[src/rtl/npc_ctrl_pkg.sv]
// -----------------------------------------------------------------------------
// npc_ctrl_pkg
// Shared definitions for the fetch-side next-PC controller.
//   NPC_AW        default PC width
//   NPC_RESET_PC  default fetch address loaded on reset
//   npc_state_e   controller state: RUN (no redirect buffered) / HOLD (buffered)
//   npc_misaligned() helper: true when a word target has nonzero low bits
// -----------------------------------------------------------------------------
package npc_ctrl_pkg;

   localparam int          NPC_AW       = 32;
   localparam logic [31:0] NPC_RESET_PC = 32'h0000_3000;

   typedef enum logic {
      RUN  = 1'b0,
      HOLD = 1'b1
   } npc_state_e;

   function automatic logic npc_misaligned(input logic [1:0] low_bits);
      return |low_bits;
   endfunction

endpackage

[src/rtl/npc_ctrl_if.sv]
// -----------------------------------------------------------------------------
// npc_ctrl_if
// Groups the ID-stage control-transfer requests, the hazard/fetch handshake
// and the fetch-PC outputs of npc_ctrl.
//   master : drives stall/if_wait and the br/j/jr requests, observes pc/status
//   slave  : the controller itself
// -----------------------------------------------------------------------------
interface npc_ctrl_if #(
   parameter int AW = 32
);
   logic          stall;
   logic          if_wait;
   logic          br_req;
   logic          br_taken;
   logic [15:0]   br_imm;
   logic          j_req;
   logic [25:0]   j_idx;
   logic          jr_req;
   logic [AW-1:0] jr_tgt;
   logic [AW-1:0] id_pc4;
   logic [AW-1:0] pc;
   logic [AW-1:0] pc4;
   logic          redir_ack;
   logic          pend;
   logic          ctl_err;

   modport master (
      output stall, if_wait, br_req, br_taken, br_imm, j_req, j_idx,
             jr_req, jr_tgt, id_pc4,
      input  pc, pc4, redir_ack, pend, ctl_err
   );

   modport slave (
      input  stall, if_wait, br_req, br_taken, br_imm, j_req, j_idx,
             jr_req, jr_tgt, id_pc4,
      output pc, pc4, redir_ack, pend, ctl_err
   );
endinterface

[src/rtl/npc_ctrl_tgt.sv]
// -----------------------------------------------------------------------------
// npc_ctrl_tgt
// Combinational redirect target unit: computes the branch / jump / register
// targets, selects one with priority jr > j > br, and flags conflicts.
//   br_req, br_taken, br_imm : conditional branch request, result, offset
//   j_req, j_idx             : j/jal request and index field
//   jr_req, jr_tgt           : jr/jalr request and forwarded rs
//   id_pc4                   : PC+4 of the ID instruction
//   redir      : a control transfer is requested this cycle
//   multi      : more than one transfer requested at once
//   misaligned : selected target has nonzero low bits
//   target     : selected target address (modulo 2^AW)
// -----------------------------------------------------------------------------
module npc_ctrl_tgt
   import npc_ctrl_pkg::*;
#(
   parameter int AW = NPC_AW
) (
   input  logic          br_req,
   input  logic          br_taken,
   input  logic [15:0]   br_imm,
   input  logic          j_req,
   input  logic [25:0]   j_idx,
   input  logic          jr_req,
   input  logic [AW-1:0] jr_tgt,
   input  logic [AW-1:0] id_pc4,
   output logic          redir,
   output logic          multi,
   output logic          misaligned,
   output logic [AW-1:0] target
);

   logic          br_hit;
   logic [AW-1:0] br_off;
   logic [AW-1:0] br_tgt;
   logic [AW-1:0] j_tgt;

   // An untaken branch is ordinary sequential flow, not a redirect.
   assign br_hit = br_req & br_taken;

   // Sign-extended word offset; the adder wraps naturally at AW bits.
   assign br_off = {{(AW-18){br_imm[15]}}, br_imm, 2'b00};
   assign br_tgt = id_pc4 + br_off;

   // Jumps stay inside the 256 MB region of the delay-slot address.
   assign j_tgt  = {id_pc4[AW-1:28], j_idx, 2'b00};

   always_comb begin
      target = br_tgt;
      if (jr_req) begin
         target = jr_tgt;
      end else if (j_req) begin
         target = j_tgt;
      end
   end

   assign redir      = br_hit | j_req | jr_req;
   assign multi      = (br_hit & j_req) | (br_hit & jr_req) | (j_req & jr_req);
   assign misaligned = npc_misaligned(target[1:0]);

endmodule

[src/rtl/npc_ctrl.sv]
// -----------------------------------------------------------------------------
// npc_ctrl
// Fetch-side next-PC controller. Owns the fetch PC, applies ID-stage
// branch/jump redirects with a one-instruction delay slot, freezes on hazard
// stalls, and buffers a redirect while the delay-slot fetch is outstanding.
//   clk    : system clock
//   reset  : asynchronous, active-high
//   bus    : npc_ctrl_if slave (requests in; pc, pc4, redir_ack, pend,
//            ctl_err out)
// -----------------------------------------------------------------------------
module npc_ctrl
   import npc_ctrl_pkg::*;
#(
   parameter int          AW       = NPC_AW,
   parameter logic [AW-1:0] RESET_PC = AW'(NPC_RESET_PC)
) (
   input  logic       clk,
   input  logic       reset,
   npc_ctrl_if.slave  bus
);

   localparam logic [AW-1:0] PC_STEP = AW'(4);

   npc_state_e    state_reg, state_next;
   logic [AW-1:0] pc_reg, pc_next;
   logic [AW-1:0] pend_tgt_reg, pend_tgt_next;
   logic          ack_reg, ack_next;
   logic          err_reg, err_next;

   logic          redir;
   logic          multi;
   logic          misaligned;
   logic [AW-1:0] target;

   npc_ctrl_tgt #(
      .AW (AW)
   ) u_tgt (
      .br_req     (bus.br_req),
      .br_taken   (bus.br_taken),
      .br_imm     (bus.br_imm),
      .j_req      (bus.j_req),
      .j_idx      (bus.j_idx),
      .jr_req     (bus.jr_req),
      .jr_tgt     (bus.jr_tgt),
      .id_pc4     (bus.id_pc4),
      .redir      (redir),
      .multi      (multi),
      .misaligned (misaligned),
      .target     (target)
   );

   always_ff @(posedge clk or posedge reset) begin
      if (reset) begin
         state_reg    <= RUN;
         pc_reg       <= RESET_PC;
         pend_tgt_reg <= '0;
         ack_reg      <= 1'b0;
         err_reg      <= 1'b0;
      end else begin
         state_reg    <= state_next;
         pc_reg       <= pc_next;
         pend_tgt_reg <= pend_tgt_next;
         ack_reg      <= ack_next;
         err_reg      <= err_next;
      end
   end

   always_comb begin
      state_next    = state_reg;
      pc_next       = pc_reg;
      pend_tgt_next = pend_tgt_reg;
      ack_next      = 1'b0;
      err_next      = err_reg;

      // A stalled ID re-presents its request next cycle, so nothing is
      // accepted or flagged while frozen; stall also outranks if_wait.
      if (!bus.stall) begin
         unique case (state_reg)
            RUN: begin
               if (redir) begin
                  ack_next = 1'b1;
                  // A misaligned target is still taken so the exception
                  // path sees the faulting address.
                  if (multi || misaligned) begin
                     err_next = 1'b1;
                  end
                  if (bus.if_wait) begin
                     // Delay slot not yet fetched: park the target.
                     pend_tgt_next = target;
                     state_next    = HOLD;
                  end else begin
                     pc_next = target;
                  end
               end else if (!bus.if_wait) begin
                  pc_next = pc_reg + PC_STEP;
               end
            end
            HOLD: begin
               // The only instruction ID can hold here is the delay slot,
               // and a transfer there is illegal; it is dropped, not queued.
               if (redir) begin
                  err_next = 1'b1;
               end
               if (!bus.if_wait) begin
                  pc_next    = pend_tgt_reg;
                  state_next = RUN;
               end
            end
            default: begin
               state_next = RUN;
            end
         endcase
      end
   end

   assign bus.pc        = pc_reg;
   assign bus.pc4       = pc_reg + PC_STEP;
   assign bus.redir_ack = ack_reg;
   assign bus.pend      = (state_reg == HOLD);
   assign bus.ctl_err   = err_reg;

endmodule

[src/flat_wrapper.sv]
// flat-port wrapper written by rule: the top's interface ports become plain ports
module npc_ctrl_flat import npc_ctrl_pkg::*;
#(
   parameter int          AW       = NPC_AW,
   parameter logic [AW-1:0] RESET_PC = AW'(NPC_RESET_PC)
)
  (clk, reset, bus_stall, bus_if_wait, bus_br_req, bus_br_taken, bus_br_imm, bus_j_req, bus_j_idx, bus_jr_req, bus_jr_tgt, bus_id_pc4, bus_pc, bus_pc4, bus_redir_ack, bus_pend, bus_ctl_err);
  npc_ctrl_if #(.AW(AW)) bus_i ();
  input  logic clk;
  input  logic reset;
  input wire logic [$bits(bus_i.stall)-1:0] bus_stall;
  input wire logic [$bits(bus_i.if_wait)-1:0] bus_if_wait;
  input wire logic [$bits(bus_i.br_req)-1:0] bus_br_req;
  input wire logic [$bits(bus_i.br_taken)-1:0] bus_br_taken;
  input wire logic [$bits(bus_i.br_imm)-1:0] bus_br_imm;
  input wire logic [$bits(bus_i.j_req)-1:0] bus_j_req;
  input wire logic [$bits(bus_i.j_idx)-1:0] bus_j_idx;
  input wire logic [$bits(bus_i.jr_req)-1:0] bus_jr_req;
  input wire logic [$bits(bus_i.jr_tgt)-1:0] bus_jr_tgt;
  input wire logic [$bits(bus_i.id_pc4)-1:0] bus_id_pc4;
  output wire logic [$bits(bus_i.pc)-1:0] bus_pc;
  output wire logic [$bits(bus_i.pc4)-1:0] bus_pc4;
  output wire logic [$bits(bus_i.redir_ack)-1:0] bus_redir_ack;
  output wire logic [$bits(bus_i.pend)-1:0] bus_pend;
  output wire logic [$bits(bus_i.ctl_err)-1:0] bus_ctl_err;
  assign bus_i.stall = bus_stall;
  assign bus_i.if_wait = bus_if_wait;
  assign bus_i.br_req = bus_br_req;
  assign bus_i.br_taken = bus_br_taken;
  assign bus_i.br_imm = bus_br_imm;
  assign bus_i.j_req = bus_j_req;
  assign bus_i.j_idx = bus_j_idx;
  assign bus_i.jr_req = bus_jr_req;
  assign bus_i.jr_tgt = bus_jr_tgt;
  assign bus_i.id_pc4 = bus_id_pc4;
  assign bus_pc = bus_i.pc;
  assign bus_pc4 = bus_i.pc4;
  assign bus_redir_ack = bus_i.redir_ack;
  assign bus_pend = bus_i.pend;
  assign bus_ctl_err = bus_i.ctl_err;
  npc_ctrl #(.AW(AW), .RESET_PC(RESET_PC)) u_core (.clk(clk), .reset(reset), .bus(bus_i));
endmodule
[config.mk]
export PLATFORM = sky130hd
export DESIGN_NAME = npc_ctrl_flat
export DESIGN_NICKNAME = d
export VERILOG_FILES = /design/src/rtl/npc_ctrl_pkg.sv /design/src/rtl/npc_ctrl_if.sv /design/src/rtl/npc_ctrl_tgt.sv /design/src/rtl/npc_ctrl.sv /design/src/flat_wrapper.sv
export SDC_FILE = /design/constraint.sdc
export NUM_CORES = 1
export LEC_CHECK = 0
export BUFFER_PORTS_ARGS = -buffer_cell sky130_fd_sc_hd__buf_2
export CAP_MARGIN = 5
export CORE_UTILIZATION = 40
export CTS_BUF_LIST = sky130_fd_sc_hd__clkbuf_16
export DETAILED_ROUTE_END_ITERATION = 10
export SLEW_MARGIN = 5
export SYNTH_ARGS = -nofsm -noshare
export SYNTH_HDL_FRONTEND = slang
export SYNTH_HIERARCHICAL = 1
export SYNTH_SLANG_ARGS = --single-unit
[constraint.sdc]
create_clock -name clk -period 6.3 [get_ports clk]
set_input_delay 0.945 -clock clk [delete_from_list [all_inputs] [get_ports clk]]
set_output_delay 0.945 -clock clk [all_outputs]
set_load 0.05 [all_outputs]
==> impl_metrics.tcl <==
set metrics [dict create \
    fmax_mhz 264 \
    synth_cell_types 82 \
    finalSetupViolCount 0 \
    grt_pass1_wl_mm 30.9 \
    leakagePower_nw 3.33 \
    cp_cell_sequence "buf_2 -> ha_1 -> fa_1 -> a21o_1 -> nand4_1 -> a31o_2 -> a32oi_4 -> a21oi_2 -> nor3_2 -> nor3_1 -> xor2_1 -> a21oi_1 -> a22o_1 -> or4_1 -> o311a_1" \
    status "finished clean" \
    critical_path_class "input pin to register" \
    ys_dominant_reg_cell "dfrtp_1" \
    worstMarginPinSlew_ns 0.946 \
    drc 0 \
    async_flop_share_pct 100 \
    synth.top_cell.area_share_pct 25.8 \
    clk_path_buf_depth 2 \
    fp.dieW_um 127 \
    drive_above_1_share_pct 29.3 \
    required_ns 6.52 \
    peakVddDrop_uv 224 \
    core_area_um2 15300 \
    synthTopCellsByArea "dfrtp_1 26%, mux2_2 6.3%, ha_1 6.0%" \
    ctsHoldBuffers 0 \
    ant_nets 0 \
    yosysSeqAreaShare_pct 26.7 \
    crit_arrival_ns 4.00 \
    clkLatencyLatePin_ns 0.34 \
    fin_setup_tns_ns 0 \
    post_cts_buffers 0 \
    cts_buffers 9 \
    antenna_cells 0 \
    syn2layout_area_growth_pct 19.4 \
    dpl.hpwl_mm 14.6 \
    antenna_found_initial 0 \
    ctsRootBufferMaster "clkbuf_16" \
    first_pass_iters 6 \
    num_vias 6530 \
    cts_tree "yes" \
    globalplace.congestion 0.897 \
    via_per_inst 5.84 \
    slew_violations 0 \
    io_buffers 180 \
    finalHoldViolations 0 \
    detail_route.wl_per_cell_um 17.4 \
    crit_path_max_fanout 5 \
    fp-row-count 45 \
    cts_sinks 67 \
    cap_violations 0 \
    min_path_type "register to register" \
    synth.cell_area_um2 6300 \
    clk_pin_slew_ns 0.06 \
    initial_core_util_pct 41.3 \
    dieHeight_um 127 \
    wirelength_mm 19.5 \
    drtIter0Drc 545 \
    cts_resized 0 \
    die_area_um2 16300 \
    synth_edf_count 0 \
    grt_max_degree 68 \
    critPathMaxStageDelay_ns 0.50 \
    power_density_nw_per_um2 305 \
    yosys.area.top_type "dfrtp_1" \
    critPathSlowestCell "or4_1" \
    syn_avg_cell_area_um2 8.27 \
    ys_seq_elements 67 \
    layout_setup_ws_ns 2.52 \
    grt_setup_unrepaired "false" \
    slew-limit-headroom_pct 36.7 \
    first_global_vias 5971 \
    synthCells 762 \
    nets 1048 \
    worst_clock_skew_ns 0.00682 \
    syn_nets 907 \
    ys_warn_count 6 \
    min_period_ns 3.78 \
    ioPinCount 181 \
    grt_use_total_pct 24.3 \
    pre_cts_slack_ns 2.16 \
    htreeDepth 3 \
    grt-ovfl-total 0 \
    startpoint_type "input pin" \
    cp-end-kind "register" \
    fin_crit_sh_pct 60.0 \
]
per-stage QoR:
step                util (%)  hold WS [ns]  instances  cell area, µm²  total power [W]
CTS                     49.3         0.479       1119            7520          0.00231
global placement        47.5         0.458       1103            7240          0.00181
finish                  49.3         0.474       1119            7520          0.00229
floorplan                  -         0.473        762            6300          0.00155
global route            49.3         0.506       1119            7520          0.00242
detailed placement      47.5         0.462       1103            7240          0.00182
area by class of cell:
class	instances	area [µm²]
Clock buffer	9	225
Inverter	14	52.6
Multi-Input combinational cell	624	4290
Tap cell	211	264
Fill cell	1563	7740
Sequential cell	67	1680
Timing Repair Buffer	187	953
Clock inverter	7	55.1
final timing paths:
check                                    from                      end  slack, ns  depth (start not counted)
max reg2reg                  u_core/bus.pc[2]        u_core/bus.pc[18]       3.90                          5
min reg2reg                u_core/bus.ctl_err       u_core/bus.ctl_err       0.47                          1
min in group asynchronous               reset        u_core/bus.pc[17]       0.87                          3
min                        u_core/bus.ctl_err       u_core/bus.ctl_err       0.47                          1
max in group asynchronous               reset  u_core/pend_tgt_reg[28]       4.85                          3
max                             bus_br_imm[0]        u_core/bus.pc[24]       2.52                         15
cell families after synthesis:
group                      share of synthesized area (%)
and+or+nand+nor                                     21.7
AOI/OAI and AO/OA                                   26.6
buffers and inverters                               5.24
DFF                                                 26.7
xor gates and xnor gates                            5.98
muxes                                               7.55
adders and majority gates                           6.28
critical path: cells and delay by family:
kind                     cells  cell delay (ns)
XOR/XNOR                     1             0.17
AO/OA/AOI/OAI                7             1.31
AND/OR/NAND/NOR              4             0.86
buffers and inverters        1             0.10
adder cells (fa/ha/maj)      2             0.61
placed cells by master (no fill, tap or decap), types with 5 or more instances in the layout:
cell       synthesis  final
nand3b_1           8      8
a22oi_1            7      7
a21o_1            10     10
o22ai_1           12     12
clkbuf_16          0      9
and4_1             5      5
nor3b_1            5      5
buf_4              5      7
nor2b_1            5      5
xor2_1            21     21
o21ai_0           43     43
xnor2_1           22     22
or4_1              6      6
mux2_2            35     35
o21a_1            20     20
and3_1             9      9
nor3_1            24     24
nand2b_1           8      8
a22o_1             6      6
or2_2              7      7
nand4_1           14     14
inv_1             14     17
nor2_1            43     42
o2bb2ai_1          6      6
nand2_1           72     72
buf_2             13    180
mux2i_1            7      7
o211ai_1          17     17
nand3_1           23     23
ha_1              30     30
a21oi_1           64     64
dfrtp_1           65     65
o311ai_0           6      6
a211oi_1           7      7
a31oi_1            7      7
layer usage:
layer | global-route usage (%) | up-vias | part of all wire (%)
met5 | 0 | - | 0
met4 | 9.94 | 0 | 3.4
met3 | 3.89 | 43 | 5.5
met2 | 40.7 | 241 | 48
met1 | 31.2 | 3103 | 43
li1 | - | 3143 | -
power breakdown:
group | internal [W] | leakage, nW | switching (W)
logic | 0.000356 | 2.37 | 0.000749
registers | 0.000555 | 0.807 | 0.000148
clock network | 0.000299 | 0.154 | 0.000188
total | 0.00121 | 3.33 | 0.00108
synthesized netlist by cell type, types with 9 or more instances:
library cell / n
a21o_1: 10
a21oi_1: 64
and3_1: 9
buf_2: 13
clkbuf_1: 32
dfrtp_1: 65
ha_1: 30
inv_1: 14
mux2_2: 35
nand2_1: 72
nand3_1: 23
nand4_1: 14
nor2_1: 43
nor3_1: 24
o211ai_1: 17
o21a_1: 20
o21ai_0: 43
o22ai_1: 12
xnor2_1: 22
xor2_1: 21
Power figures use the tool's default switching activity.
